===== src/rtl/tdc_pkg.sv =====
// Shared definitions for the TDC timestamp readout path: widths, sync byte and
// the drain controller state encoding.
package tdc_pkg;

   localparam int          TS_W     = 48;
   localparam logic [7:0]  TDC_SYNC = 8'hA5;

   typedef enum logic [2:0] {
      IDLE  = 3'd0,
      POP   = 3'd1,
      LATCH = 3'd2,
      SEND  = 3'd3,
      DONE  = 3'd4
   } state_t;

endpackage


===== src/rtl/tdc_fifo_drain_tx_if.sv =====
// FIFO read port plus valid/ready byte stream between the drain controller
// (master) and its surroundings (slave: timestamp FIFO and UART transmitter).
interface tdc_fifo_drain_tx_if #(
   parameter int DATA_W = 48
);
   logic              buf_empty;
   logic              rd_en;
   logic [DATA_W-1:0] buf_out;
   logic [7:0]        tx_data;
   logic              tx_valid;
   logic              tx_ready;

   modport master (
      input  buf_empty, buf_out, tx_ready,
      output rd_en, tx_data, tx_valid
   );

   modport slave (
      output buf_empty, buf_out, tx_ready,
      input  rd_en, tx_data, tx_valid
   );
endinterface


===== src/rtl/tdc_byte_shifter.sv =====
// Holds one FIFO word and presents it a byte at a time, MSB first; advances one
// byte per accepted handshake and flags when the final byte is on the output.
module tdc_byte_shifter #(
   parameter int DATA_W = 48
) (
   input  logic              clk,
   input  logic              rst_n,
   input  logic              load,
   input  logic [DATA_W-1:0] din,
   input  logic              shift,
   output logic [7:0]        byte_out,
   output logic              last_byte
);

   localparam int NBYTES = DATA_W / 8;
   localparam int IDX_W  = $clog2(NBYTES + 1);

   logic [DATA_W-1:0] sreg;
   logic [IDX_W-1:0]  cnt;

   always_ff @(posedge clk or negedge rst_n) begin
      if (!rst_n) begin
         sreg <= '0;
         cnt  <= '0;
      end else if (load) begin
         sreg <= din;
         cnt  <= '0;
      end else if (shift) begin
         sreg <= sreg << 8;
         cnt  <= cnt + 1'b1;
      end
   end

   assign byte_out  = sreg[DATA_W-1 -: 8];
   assign last_byte = (cnt == IDX_W'(NBYTES - 1));

endmodule


===== src/rtl/tdc_fifo_drain_tx.sv =====
// Pops timestamp words from the TDC FIFO and frames each as an optional sync
// byte followed by the data bytes (MSB first) towards the UART transmitter.
//
// state | meaning
// IDLE  | waiting for a non-empty FIFO
// POP   | rd_en high; FIFO presents the word at the end of this cycle
// LATCH | word captured into the shifter, byte index cleared
// SEND  | bytes presented with tx_valid until the last one is accepted
// DONE  | frame complete, frame counter advanced
module tdc_fifo_drain_tx
   import tdc_pkg::*;
#(
   parameter int         DATA_W      = TS_W,
   parameter logic [7:0] HEADER      = TDC_SYNC,
   parameter bit         SEND_HEADER = 1'b1,
   parameter int         CNT_W       = 16
) (
   input  logic                clk,
   input  logic                rst_n,
   tdc_fifo_drain_tx_if.master bus,
   output logic                busy,
   output logic [CNT_W-1:0]    frame_cnt
);

   localparam int NBYTES = DATA_W / 8;
   localparam int IDX_W  = $clog2(NBYTES + 1);

   state_t           state;
   state_t           state_nxt;
   logic [IDX_W-1:0] idx;
   logic [IDX_W-1:0] idx_nxt;
   logic             rd_en_q;
   logic             xfer;
   logic             hdr_phase;
   logic             sh_load;
   logic             sh_shift;
   logic             sh_last;
   logic [7:0]       sh_byte;

   tdc_byte_shifter #(.DATA_W(DATA_W)) u_shifter (
      .clk       (clk),
      .rst_n     (rst_n),
      .load      (sh_load),
      .din       (bus.buf_out),
      .shift     (sh_shift),
      .byte_out  (sh_byte),
      .last_byte (sh_last)
   );

   assign hdr_phase = SEND_HEADER && (idx == '0);
   assign xfer      = bus.tx_valid && bus.tx_ready;

   always_ff @(posedge clk or negedge rst_n) begin
      if (!rst_n) begin
         state     <= IDLE;
         idx       <= '0;
         rd_en_q   <= 1'b0;
         frame_cnt <= '0;
      end else begin
         state   <= state_nxt;
         idx     <= idx_nxt;
         rd_en_q <= (state_nxt == POP);
         if (state == DONE) begin
            frame_cnt <= frame_cnt + 1'b1;
         end
      end
   end

   always_comb begin
      state_nxt = state;
      idx_nxt   = idx;
      sh_load   = 1'b0;
      sh_shift  = 1'b0;
      case (state)
         IDLE: begin
            if (!bus.buf_empty) begin
               state_nxt = POP;
            end
         end
         POP: begin
            state_nxt = LATCH;
         end
         LATCH: begin
            sh_load   = 1'b1;
            idx_nxt   = '0;
            state_nxt = SEND;
         end
         SEND: begin
            if (xfer) begin
               idx_nxt  = idx + 1'b1;
               // the header byte comes from the constant, so it does not consume shifter data
               sh_shift = !hdr_phase;
               if (!hdr_phase && sh_last) begin
                  state_nxt = DONE;
               end
            end
         end
         DONE: begin
            state_nxt = IDLE;
         end
         default: begin
            state_nxt = IDLE;
         end
      endcase
   end

   assign bus.rd_en    = rd_en_q;
   assign bus.tx_valid = (state == SEND);
   assign bus.tx_data  = bus.tx_valid ? (hdr_phase ? HEADER : sh_byte) : 8'h00;
   assign busy         = (state != IDLE);

endmodule


===== src/flat_wrapper.sv =====
// flat-port wrapper written by rule: the top's interface ports become plain ports
module tdc_fifo_drain_tx_flat import tdc_pkg::*;
#(
   parameter int         DATA_W      = TS_W,
   parameter logic [7:0] HEADER      = TDC_SYNC,
   parameter bit         SEND_HEADER = 1'b1,
   parameter int         CNT_W       = 16
)
  (clk, rst_n, busy, frame_cnt, bus_buf_empty, bus_buf_out, bus_tx_ready, bus_rd_en, bus_tx_data, bus_tx_valid);
  tdc_fifo_drain_tx_if #(.DATA_W(DATA_W)) bus_i ();
  input  logic clk;
  input  logic rst_n;
  output logic busy;
  output logic [CNT_W-1:0] frame_cnt;
  input wire logic [$bits(bus_i.buf_empty)-1:0] bus_buf_empty;
  input wire logic [$bits(bus_i.buf_out)-1:0] bus_buf_out;
  input wire logic [$bits(bus_i.tx_ready)-1:0] bus_tx_ready;
  output wire logic [$bits(bus_i.rd_en)-1:0] bus_rd_en;
  output wire logic [$bits(bus_i.tx_data)-1:0] bus_tx_data;
  output wire logic [$bits(bus_i.tx_valid)-1:0] bus_tx_valid;
  assign bus_i.buf_empty = bus_buf_empty;
  assign bus_i.buf_out = bus_buf_out;
  assign bus_i.tx_ready = bus_tx_ready;
  assign bus_rd_en = bus_i.rd_en;
  assign bus_tx_data = bus_i.tx_data;
  assign bus_tx_valid = bus_i.tx_valid;
  tdc_fifo_drain_tx #(.DATA_W(DATA_W), .HEADER(HEADER), .SEND_HEADER(SEND_HEADER), .CNT_W(CNT_W)) u_core (.clk(clk), .rst_n(rst_n), .bus(bus_i), .busy(busy), .frame_cnt(frame_cnt));
endmodule

===== config.mk =====
export PLATFORM = sky130hd
export DESIGN_NAME = tdc_fifo_drain_tx_flat
export DESIGN_NICKNAME = d
export VERILOG_FILES = /design/src/rtl/tdc_pkg.sv /design/src/rtl/tdc_fifo_drain_tx_if.sv /design/src/rtl/tdc_byte_shifter.sv /design/src/rtl/tdc_fifo_drain_tx.sv /design/src/flat_wrapper.sv
export SDC_FILE = /design/constraint.sdc
export NUM_CORES = 1
export LEC_CHECK = 0
export ABC_AREA = 1
export CAP_MARGIN = 20
export CORE_ASPECT_RATIO = 2
export CORE_MARGIN = 8
export CORE_UTILIZATION = 30
export CTS_CLUSTER_SIZE = 14
export DETAILED_ROUTE_END_ITERATION = 7
export PLACE_DENSITY_LB_ADDON = 0.25
export SLEW_MARGIN = 10
export SYNTH_ARGS = -nofsm -noshare
export SYNTH_HDL_FRONTEND = slang
export SYNTH_HIERARCHICAL = 1
export SYNTH_SLANG_ARGS = --single-unit

===== constraint.sdc =====
create_clock -name clk -period 2.7 [get_ports clk]
set_clock_uncertainty 0.2 [all_clocks]
set_input_delay 0.81 -clock clk [delete_from_list [all_inputs] [get_ports clk]]
set_output_delay 0.81 -clock clk [all_outputs]
set_load 0.02 [all_outputs]

# After elaboration in Yosys (flattened, before gate mapping)
# Index checks and enable logic that the tools add are counted.
# op_classes
n_eq_ne,7
n_reduce_logical,9
mux,15
add_sub_neg,3
# ops
operator,count
2-to-1 mux 48 bit,2
2-to-1 mux 3 bit,6
adder 16 x 1 -> 16 bit (second input constant),1
2-to-1 mux 8 bit,2
case mux 3 bit (4 select lines),1
adder 3 x 1 -> 3 bit (second input constant),2
== test 3 x 1 -> 1 bit (second input constant),2
== test 3 x 2 -> 1 bit (second input constant),2
== test 3 bit (second input constant),2
zero test 3 bit,2
case mux 3 bit (2 select lines),1
nonzero test 2 bit,2
2-to-1 mux 1 bit,3
nonzero test 3 bit,1
logical AND 1 bit,2
!= test 2 bit (second input constant),1
AND reduction 2 bit,1
zero test 1 bit,1
# word_totals
out_inout_bits,27
register_bits,74
elab_cells,40

# Depth between registers and ports, before layout
# Gate-level depths: netlist of run 1.
# depth
depth_word,7
ltp_mapped,12

# By module
# The synthesis of run 1 kept the hierarchy.
# modules_own_cells
mod,n_inst,area_each_um2,cells_each,seq_area_each_um2
tdc_byte_shifter,1,2312.2,278,1276.2
tdc_fifo_drain_tx,1,1325.0,177,575.6

# Worst setup path before layout of run 1
# Ideal clock, no wire load.
# synth_timing
kind,flip-flop to output port
from,register u_core.idx[0]
to,output bus_tx_data[0]
slack_ps,435
path_stages_with_launch,9
arrival_time_ps,1255
path_buffers,1
path_cell_list,dfrtp_1 -> inv_1 -> ha_1 -> inv_1 -> or2_0 -> clkbuf_1 -> inv_1 -> o21ai_0 -> inv_1
# synth_via
elab_chain_cells,3
# synth_lines
element,line_no,source
from (decl),tdc_fifo_drain_tx.sv:30,logic [IDX_W-1:0] idx;
from (signal assigned),tdc_fifo_drain_tx.sv:61,idx <= idx_nxt;
zero test 3 bit,tdc_fifo_drain_tx.sv:50,assign hdr_phase = SEND_HEADER && (idx == '0);
2-to-1 mux 8 bit (2 in a row),tdc_fifo_drain_tx.sv:109,assign bus.tx_data = bus.tx_valid ? (hdr_phase ? HEADER : sh_byte) : 8'h00;
to (decl),flat_wrapper.sv:19,output wire logic [$bits(bus_i.tx_data)-1:0] bus_tx_data;
# Every way passes these cells.

# Worst setup path after layout of run 1
# layout_timing
from,register u_core.state[1]
to,output busy
# layout_via
elab_chain_cells,1
# layout_lines
element,line_no,source
from (decl),tdc_fifo_drain_tx.sv:28,state_t state;
from (signal assigned),tdc_fifo_drain_tx.sv:60,state <= state_nxt;
nonzero test 3 bit,tdc_fifo_drain_tx.sv:110,assign busy = (state != IDLE);
to (decl),flat_wrapper.sv:13,output logic busy;
# Every way passes these cells.

==> metrics.txt, run 1 <==
# TYPE chip_impl_metric gauge
chip_impl_info{name="post-synth-top-area-cell",value="sky130_fd_sc_hd__dfrtp_1"} 1
chip_impl_metric{name="die_area",unit="mm2"} 0.0161
chip_impl_info{name="timing_worst_setup_path_type",value="register to output port"} 1
chip_impl_metric{name="die_w",unit="um"} 93.9
chip_impl_info{name="holdCritPathClass",value="primary input to async pin"} 1
chip_impl_metric{name="die_h",unit="um"} 172
chip_impl_metric{name="hpwl",unit="mm"} 6.43
chip_impl_info{name="clock_tree.root_cell",value="sky130_fd_sc_hd__clkbuf_16"} 1
chip_impl_metric{name="p_leak",unit="nW"} 2.30
chip_impl_info{name="cpMaxStageDelayCell",value="sky130_fd_sc_hd__clkdlybuf4s50_1"} 1
chip_impl_metric{name="synth_nets",unit=""} 512
chip_impl_metric{name="globalRouteOverflowTotal",unit=""} 0
chip_impl_metric{name="area.growth.synth_to_final",unit="%"} 31.8
chip_impl_metric{name="cp_data_required_time",unit="ns"} 1.69
chip_impl_metric{name="antennaDiodeCount",unit=""} 0
chip_impl_metric{name="vias",unit=""} 3138
chip_impl_metric{name="detail_route.wl_per_cell",unit="um"} 13.4
chip_impl_metric{name="synth.top_cell.area_share",unit="%"} 50.9
chip_impl_metric{name="final_net_count",unit=""} 585
chip_impl_metric{name="slew-limit-headroom",unit="%"} 67.9
chip_impl_metric{name="setup-violations-final",unit=""} 0
chip_impl_metric{name="pwr_density_cell",unit="mW/mm2"} 963
chip_impl_metric{name="clk_latency",unit="ns"} 0.34
chip_impl_metric{name="synth-warning-count",unit=""} 6
chip_impl_metric{name="numCtsBuffers",unit=""} 9
chip_impl_metric{name="drt_pass1_iterations",unit=""} 4
chip_impl_metric{name="cts_htree_levels",unit=""} 3
chip_impl_metric{name="finalWeightedCongestion",unit=""} 0.789
chip_impl_metric{name="drc",unit=""} 0
chip_impl_info{name="crit_family",value="buffers and inverters"} 1
chip_impl_info{name="setup_repair_after_global_routing_missed_its_margin",value="no"} 1
chip_impl_metric{name="switching_share",unit="%"} 39.6
chip_impl_metric{name="rows",unit=""} 57
chip_impl_metric{name="detail_route.vias_per_cell",unit=""} 4.61
chip_impl_info{name="critical_path.cell_chain",value="nor2_2 -> nand2_1 -> clkdlybuf4s50_1"} 1
chip_impl_metric{name="layout-drive-gt1-share",unit="%"} 10.1
chip_impl_metric{name="number_of_global_route_vias_before_repair",unit=""} 3259
chip_impl_metric{name="worst-r2r-setup-slack",unit="ns"} 0.61
chip_impl_metric{name="detail_route.wirelength",unit="mm"} 9.12
chip_impl_metric{name="power.combinational.fraction",unit="%"} 39.7
chip_impl_metric{name="grt_pass1_wl",unit="mm"} 15.7
chip_impl_metric{name="clk_pin_slew_worst_paths",unit="ns"} 0.06
chip_impl_metric{name="design_power",unit="mW"} 4.61
chip_impl_metric{name="cp_slowest_stage_delay",unit="ns"} 0.55
chip_impl_metric{name="finish.instance_area",unit="mm2"} 0.00479
chip_impl_metric{name="drv.max_cap_violation_count",unit=""} 0
chip_impl_metric{name="buffer_ports.inserted",unit=""} 78
chip_impl_metric{name="final_cell_count_no_fill",unit=""} 680
chip_impl_metric{name="first_iter_violations",unit=""} 116
chip_impl_info{name="tritoncts",value="built"} 1
chip_impl_metric{name="critPathArrivalTime",unit="ns"} 1.57
chip_impl_metric{name="path_buf_inv",unit=""} 1
chip_impl_metric{name="synth_seq_area_share",unit="%"} 50.9
chip_impl_metric{name="syn-instance-count",unit=""} 455
chip_impl_metric{name="pwr-share-clk",unit="%"} 23.6
chip_impl_metric{name="path_max_fanout",unit=""} 4
chip_impl_metric{name="antenna_found_initial",unit=""} 0
chip_impl_metric{name="syn-cell-area",unit="mm2"} 0.00364
chip_impl_metric{name="ir_drop",unit="uV"} 695
chip_impl_metric{name="fp.coreArea",unit="mm2"} 0.0120
chip_impl_metric{name="postSynthAreaPerCell",unit="um2"} 7.99
chip_impl_info{name="worst_setup_path_start_kind",value="register"} 1
chip_impl_info{name="yosys-top-cells-area",value="sky130_fd_sc_hd__dfrtp_1 51%, sky130_fd_sc_hd__nand2_1 17%, sky130_fd_sc_hd__nand3_1 12%"} 1
chip_impl_metric{name="grt_max_degree",unit=""} 51
chip_impl_metric{name="intPower",unit="mW"} 2.79
chip_impl_metric{name="postPlaceCellArea",unit="mm2"} 0.00454
chip_impl_metric{name="cts.hold.buffers_added",unit=""} 0
chip_impl_metric{name="tritoncts_num_sinks",unit=""} 74
chip_impl_metric{name="io-pin-count",unit=""} 79
chip_impl_metric{name="worst_pin_slew",unit="ns"} 0.481
chip_impl_metric{name="initial_core_util",unit="%"} 30.4
chip_impl_metric{name="placedCellCount",unit=""} 663
chip_impl_metric{name="synth.lib_cells_used.distinct",unit=""} 28
chip_impl_metric{name="final_period_minus_worst_setup_slack",unit="ns"} 2.58
chip_impl_metric{name="globalRouteTotalUtil",unit="%"} 12.3
chip_impl_metric{name="detail-route-antenna-nets",unit=""} 0
chip_impl_metric{name="finalHoldViolCount",unit=""} 0
chip_impl_metric{name="maximum_clock_insertion_buffer_count",unit=""} 2
chip_impl_metric{name="whs",unit="ns"} 0.210
chip_impl_info{name="worst_setup_path_end_kind",value="output port"} 1
chip_impl_metric{name="power_frac_seq",unit="%"} 36.7
chip_impl_metric{name="maxSlewViolCount",unit=""} 0
chip_impl_metric{name="fmaxAchievable",unit="GHz"} 0.388
chip_impl_metric{name="synth.ff_latch_count",unit=""} 74
chip_impl_metric{name="switchingPower",unit="mW"} 1.83
chip_impl_info{name="outcome",value="finished, final reports clean"} 1
chip_impl_metric{name="final_min_period_over_clock_period",unit="%"} 95.4
## placed cells by master (no fill, tap or decap), types with 7 or more instances in the layout
cell,Yosys,routed
sky130_fd_sc_hd__nand2_1,161,161
sky130_fd_sc_hd__nand3_1,90,90
sky130_fd_sc_hd__dfrtp_1,74,74
sky130_fd_sc_hd__clkdlybuf4s50_1,0,68
sky130_fd_sc_hd__inv_1,28,26
sky130_fd_sc_hd__nor2_1,22,22
sky130_fd_sc_hd__buf_4,11,12
sky130_fd_sc_hd__clkbuf_16,0,9
sky130_fd_sc_hd__buf_2,14,7
sky130_fd_sc_hd__o21ai_0,8,7
## worst register-to-register path, stage by stage (launching register included)
cell and delay, ns:
sky130_fd_sc_hd__dfrtp_1 0.35, sky130_fd_sc_hd__inv_1 0.05, sky130_fd_sc_hd__ha_1 0.18, sky130_fd_sc_hd__inv_1 0.04, sky130_fd_sc_hd__or2_1 0.12, sky130_fd_sc_hd__inv_2 0.06, sky130_fd_sc_hd__buf_4 0.13, sky130_fd_sc_hd__nor2_4 0.13
sky130_fd_sc_hd__buf_4 0.42, sky130_fd_sc_hd__nand3_1 0.23, sky130_fd_sc_hd__nand3_1 0.12
## flip-flops by register name, summed over array words and instances (netlist names)
name	cells
u_core/frame_cnt	16
u_core/state	3
u_core/u_shifter/sreg	48
u_core/u_shifter/cnt	3
u_core/idx	3
u_core/bus.rd_en	1
## cell usage after synthesis (all sizes together)
| cell type | number |
|---|---|
| nand2 | 164 |
| a22o | 1 |
| nor2 | 31 |
| and3 | 1 |
| clkinv | 1 |
| clkbuf | 3 |
| nand4 | 3 |
| o21ai | 11 |
| ha | 5 |
| a21oi | 2 |
| nand3 | 91 |
| nor3 | 1 |
| o21bai | 1 |
| xnor2 | 3 |
| buf | 25 |
| or2 | 1 |
| inv | 31 |
| nand3b | 1 |
| xor2 | 5 |
| dfrtp | 74 |
## cell type report
class,instances,area [um2]
Clock inverter,6,42.5
Fill cell,1273,7190
Tap cell,147,184
Inverter,32,121
Sequential cell,74,1850
Timing Repair Buffer,90,855
Clock buffer,10,229
Multi-Input combinational cell,321,1510
## per-stage QoR
stage	TNS (ns)	setup slack (ns)	util [%]
2_1_floorplan	0	0.435	-
3_3_place_gp	-4.21	-0.101	37.9
3_5_place_dp	-5.52	-0.134	37.9
4_1_cts	0	0.000138	40.2
5_1_grt	0	0.00513	40.0
6_report	0	0.123	40.0
## worst paths after layout
kind | end | depth (start not counted) | from
setup / recovery | busy | 3 | u_core/state[1]
hold / removal | u_core/u_shifter/sreg[8] | 1 | rst_n
setup reg to reg | u_core/u_shifter/sreg[24] | 10 | u_core/idx[0]
hold reg to reg | u_core/u_shifter/sreg[7] | 2 | u_core/u_shifter/sreg[7]
max in group asynchronous | u_core/frame_cnt[12] | 2 | rst_n
min in group clk | u_core/u_shifter/sreg[7] | 2 | u_core/u_shifter/sreg[7]
## power by group through the flow
stage	clock network [mW]	registers, mW	logic [mW]
5_1_grt	1.17	1.74	2.11
3_3_place_gp	0	1.70	1.86
2_1_floorplan	0	1.65	1.36
4_1_cts	1.13	1.69	1.88
6_report	1.09	1.69	1.83
3_5_place_dp	0	1.70	1.91
## routing by layer
| metal | GRT usage (%) | share of wire, % | routed length, um |
|---|---|---|---|
| met5 | 0 | 0 | 0 |
| met4 | 5.49 | 1.8 | 165 |
| met3 | 3.41 | 5.0 | 455 |
| met2 | 18.9 | 46 | 4170 |
| met1 | 15.5 | 47 | 4330 |
## logic make-up (layout without fill, tap and decap cells)
group,after synthesis,count (layout),synth area share (%)
adders and majority gates,5,5,1.72
and+or+nand+nor,293,293,35.4
DFF,74,74,50.9
buffers and inverters,60,138,7.84
xor gates and xnor gates,8,8,1.93
AOI/OAI and AO/OA,15,15,2.24
## repair_timing
item,CTS,global route
buffers inserted,0,0
endpoints found under the setup margin,9,8
resized for setup,25,12
Note: power is estimated with default switching activity, not from simulation.
==> run 2, diff against run 1 <==
--- a/config.mk
+++ b/config.mk
@@ -13,6 +13,7 @@
 export CTS_CLUSTER_SIZE = 14
 export DETAILED_ROUTE_END_ITERATION = 7
 export PLACE_DENSITY_LB_ADDON = 0.25
+export SKIP_LAST_GASP = 1
 export SLEW_MARGIN = 10
 export SYNTH_ARGS = -nofsm -noshare
 export SYNTH_HDL_FRONTEND = slang
==> run 2 against run 1 <==
Design area up 0.13%. Register-to-register slack about the same. Sequential cell count unchanged. Power about the same. Setup slack worse by 0.043 ns. Largest power group unchanged. Non-clock buffer count unchanged. Sequential share of layout area down 0.050 points. Global-route usage unchanged. Largest cell class unchanged. Maximum frequency down 1.6%. Routed wire length about the same. Hold slack better by 0.0018 ns. Critical path type unchanged. Sequential power about the same.
==> metrics.txt, run 2 (synthesized netlist as in run 1, its figures left out) <==
# TYPE chip_impl_metric gauge
chip_impl_info{name="outcome",value="finished, final reports clean"} 1
chip_impl_metric{name="detail_route.wl_per_cell",unit="um"} 13.4
chip_impl_metric{name="placedCellCount",unit=""} 663
chip_impl_metric{name="power.combinational.fraction",unit="%"} 39.8
chip_impl_metric{name="power_frac_seq",unit="%"} 36.6
chip_impl_info{name="cpMaxStageDelayCell",value="sky130_fd_sc_hd__dfrtp_1"} 1
chip_impl_metric{name="final_min_period_over_clock_period",unit="%"} 97.0
chip_impl_metric{name="critPathArrivalTime",unit="ns"} 1.61
chip_impl_metric{name="clk_pin_slew_worst_paths",unit="ns"} 0.06
chip_impl_metric{name="finish.instance_area",unit="mm2"} 0.00480
chip_impl_metric{name="io-pin-count",unit=""} 79
chip_impl_metric{name="rows",unit=""} 57
chip_impl_metric{name="cts_htree_levels",unit=""} 3
chip_impl_metric{name="tritoncts_num_sinks",unit=""} 74
chip_impl_metric{name="pwr_density_cell",unit="mW/mm2"} 962
chip_impl_metric{name="cp_slowest_stage_delay",unit="ns"} 0.38
chip_impl_info{name="top_layer",value="met4"} 1
chip_impl_metric{name="cp_data_required_time",unit="ns"} 1.69
chip_impl_metric{name="final_core_utilization",unit="%"} 40.1
chip_impl_metric{name="fp.coreArea",unit="mm2"} 0.0120
chip_impl_metric{name="detail_route.wirelength",unit="mm"} 9.11
chip_impl_info{name="layout_commonest_cell",value="sky130_fd_sc_hd__nand2_1"} 1
chip_impl_metric{name="antennaDiodeCount",unit=""} 0
chip_impl_metric{name="path_max_fanout",unit=""} 5
chip_impl_metric{name="p_leak",unit="nW"} 2.30
chip_impl_metric{name="cts.hold.buffers_added",unit=""} 0
chip_impl_info{name="timing_worst_setup_path_type",value="register to output port"} 1
chip_impl_metric{name="grt_max_degree",unit=""} 51
chip_impl_metric{name="die_h",unit="um"} 172
chip_impl_metric{name="numCtsBuffers",unit=""} 9
chip_impl_metric{name="finalWeightedCongestion",unit=""} 0.789
chip_impl_metric{name="postPlaceCellArea",unit="mm2"} 0.00454
chip_impl_metric{name="globalRouteOverflowTotal",unit=""} 0
chip_impl_metric{name="switchingPower",unit="mW"} 1.82
chip_impl_metric{name="met3RoutedLength",unit="um"} 487
chip_impl_metric{name="globalRouteTotalUtil",unit="%"} 12.3
chip_impl_info{name="holdCritPathClass",value="primary input to async pin"} 1
chip_impl_metric{name="final.setup.tns",unit="ns"} 0
chip_impl_metric{name="worst_pin_slew",unit="ns"} 0.480
chip_impl_info{name="biggestRegsByFlops",value="u_core/u_shifter/sreg (48), u_core/frame_cnt (16)"} 1
chip_impl_metric{name="drc",unit=""} 0
chip_impl_metric{name="area.growth.synth_to_final",unit="%"} 32.0
chip_impl_metric{name="grt_pass1_wl",unit="mm"} 15.7
chip_impl_metric{name="buffer_ports.inserted",unit=""} 78
chip_impl_info{name="layout.cells.most_common_list",value="161 x sky130_fd_sc_hd__nand2_1, 90 x sky130_fd_sc_hd__nand3_1, 74 x sky130_fd_sc_hd__dfrtp_1"} 1
chip_impl_metric{name="finalHoldViolCount",unit=""} 0
chip_impl_metric{name="clk_latency",unit="ns"} 0.34
chip_impl_metric{name="intPower",unit="mW"} 2.80
chip_impl_metric{name="final_cell_count_no_fill",unit=""} 680
chip_impl_metric{name="fill_cells",unit=""} 1271
chip_impl_metric{name="setup_slack",unit="ns"} 0.0799
chip_impl_metric{name="routedLengthMet1",unit="mm"} 4.28
chip_impl_metric{name="hpwl",unit="mm"} 6.43
chip_impl_info{name="largest_register",value="u_core/u_shifter/sreg"} 1
chip_impl_info{name="clock_tree.root_cell",value="sky130_fd_sc_hd__clkbuf_16"} 1
chip_impl_metric{name="vias",unit=""} 3127
chip_impl_metric{name="maximum_clock_insertion_buffer_count",unit=""} 2
chip_impl_metric{name="layout-drive-gt1-share",unit="%"} 10.1
chip_impl_metric{name="post-cts-setup-buffers",unit=""} 0
chip_impl_info{name="setup_repair_after_global_routing_missed_its_margin",value="yes"} 1
chip_impl_metric{name="final_period_minus_worst_setup_slack",unit="ns"} 2.62
chip_impl_metric{name="drt_pass1_iterations",unit=""} 5
chip_impl_metric{name="wl_met2",unit="mm"} 4.22
chip_impl_metric{name="setup-violations-final",unit=""} 0
chip_impl_metric{name="antenna_found_initial",unit=""} 0
chip_impl_metric{name="detail-route-antenna-nets",unit=""} 0
chip_impl_metric{name="drv.max_cap_violation_count",unit=""} 0
chip_impl_metric{name="initial_core_util",unit="%"} 30.4
chip_impl_metric{name="number_of_global_route_vias_before_repair",unit=""} 3259
chip_impl_info{name="worst_setup_path_start_kind",value="register"} 1
chip_impl_metric{name="ir_drop",unit="uV"} 691
chip_impl_metric{name="switching_share",unit="%"} 39.5
chip_impl_metric{name="largest_register_ff_count",unit=""} 48
chip_impl_metric{name="maxSlewViolCount",unit=""} 0
chip_impl_info{name="critical_path.cell_chain",value="inv_1 -> ha_1 -> inv_1 -> or2_1 -> inv_2 -> o21ai_0 -> inv_1 -> clkdlybuf4s15_2"} 1
chip_impl_info{name="tritoncts",value="built"} 1
chip_impl_metric{name="fmaxAchievable",unit="GHz"} 0.382
chip_impl_metric{name="die_w",unit="um"} 93.9
chip_impl_metric{name="pwr-share-clk",unit="%"} 23.6
chip_impl_metric{name="slew-limit-headroom",unit="%"} 68.0
chip_impl_metric{name="first_iter_violations",unit=""} 116
chip_impl_metric{name="pre_cts_slack",unit="ns"} -0.134
chip_impl_info{name="worst_setup_path_end_kind",value="output port"} 1
chip_impl_metric{name="final_net_count",unit=""} 585
chip_impl_info{name="timing.critical_path.mode_cell",value="sky130_fd_sc_hd__inv_1"} 1
chip_impl_metric{name="detail_route.vias_per_cell",unit=""} 4.60
chip_impl_metric{name="die_area",unit="mm2"} 0.0161
## run 2: changes by cell type in the layout (fill, tap and decap cells not counted)
| cell | delta |
|---|---|
| sky130_fd_sc_hd__o21ai_1 | -1 |
| sky130_fd_sc_hd__o21ai_0 | +1 |
| sky130_fd_sc_hd__clkbuf_2 | +1 |
| sky130_fd_sc_hd__buf_2 | -2 |
| sky130_fd_sc_hd__clkdlybuf4s15_2 | +1 |
## run 2: stage by stage
| step | hold WS (ns) | power [mW] |
|---|---|---|
| after detailed placement | 0.260 | 3.61 |
| final | 0.212 | 4.62 |
| after global routing | 0.233 | 5.03 |
| after floorplan | 0.243 | 3.01 |
| after global placement | 0.258 | 3.56 |
| after CTS | 0.215 | 4.69 |
## run 2: repair_timing
action / in CTS / in global routing
hold endpoints to repair: 0 / 0
setup endpoints to repair: 9 / 8
resized for setup: 23 / 11
## run 2: path summary, 6_finish.rpt
path                       depth (start not counted)                        end  slack (ns)                      from
setup / recovery                                   8             bus_tx_data[7]        0.08             u_core/idx[0]
hold / removal                                     1   u_core/u_shifter/sreg[8]        0.21                     rst_n
setup reg to reg                                  10  u_core/u_shifter/sreg[24]        0.61             u_core/idx[0]
hold reg to reg                                    2   u_core/u_shifter/sreg[7]        0.27  u_core/u_shifter/sreg[7]
max in group asynchronous                          2            u_core/state[2]        1.50                     rst_n
min in group clk                                   2   u_core/u_shifter/sreg[7]        0.27  u_core/u_shifter/sreg[7]
## run 2: power by group through the flow
stage / Combinational (mW) / Sequential (mW) / Clock (mW)
6_report: 1.84 / 1.69 / 1.09
3_5_place_dp: 1.91 / 1.70 / 0
2_1_floorplan: 1.36 / 1.65 / 0
3_3_place_gp: 1.86 / 1.70 / 0
5_1_grt: 2.12 / 1.74 / 1.17
4_1_cts: 1.87 / 1.69 / 1.13
## run 2: critical path: cells and delay by family (launching register included)
kind,cells,cell delay [ns]
AO/OA/AOI/OAI,1,0.07
AND/OR/NAND/NOR,1,0.22
adder cells (fa/ha/maj),1,0.13
buffers and inverters,5,0.48
flip-flops,1,0.38
## run 2: area by class of cell
type | instances | area, um2 | share of cell area [%]
Tap cell | 147 | 184 | 3.83
Clock inverter | 6 | 42.5 | 0.886
Inverter | 32 | 121 | 2.53
Multi-Input combinational cell | 321 | 1510 | 31.5
Timing Repair Buffer | 90 | 861 | 17.9
Clock buffer | 10 | 229 | 4.77
Sequential cell | 74 | 1850 | 38.6
## run 2: per-layer routing
metal,global-route usage (%),up-vias
met4,5.49,0
li1,-,1588
met1,15.5,1461
met3,3.41,9
met5,0,-
met2,18.9,69
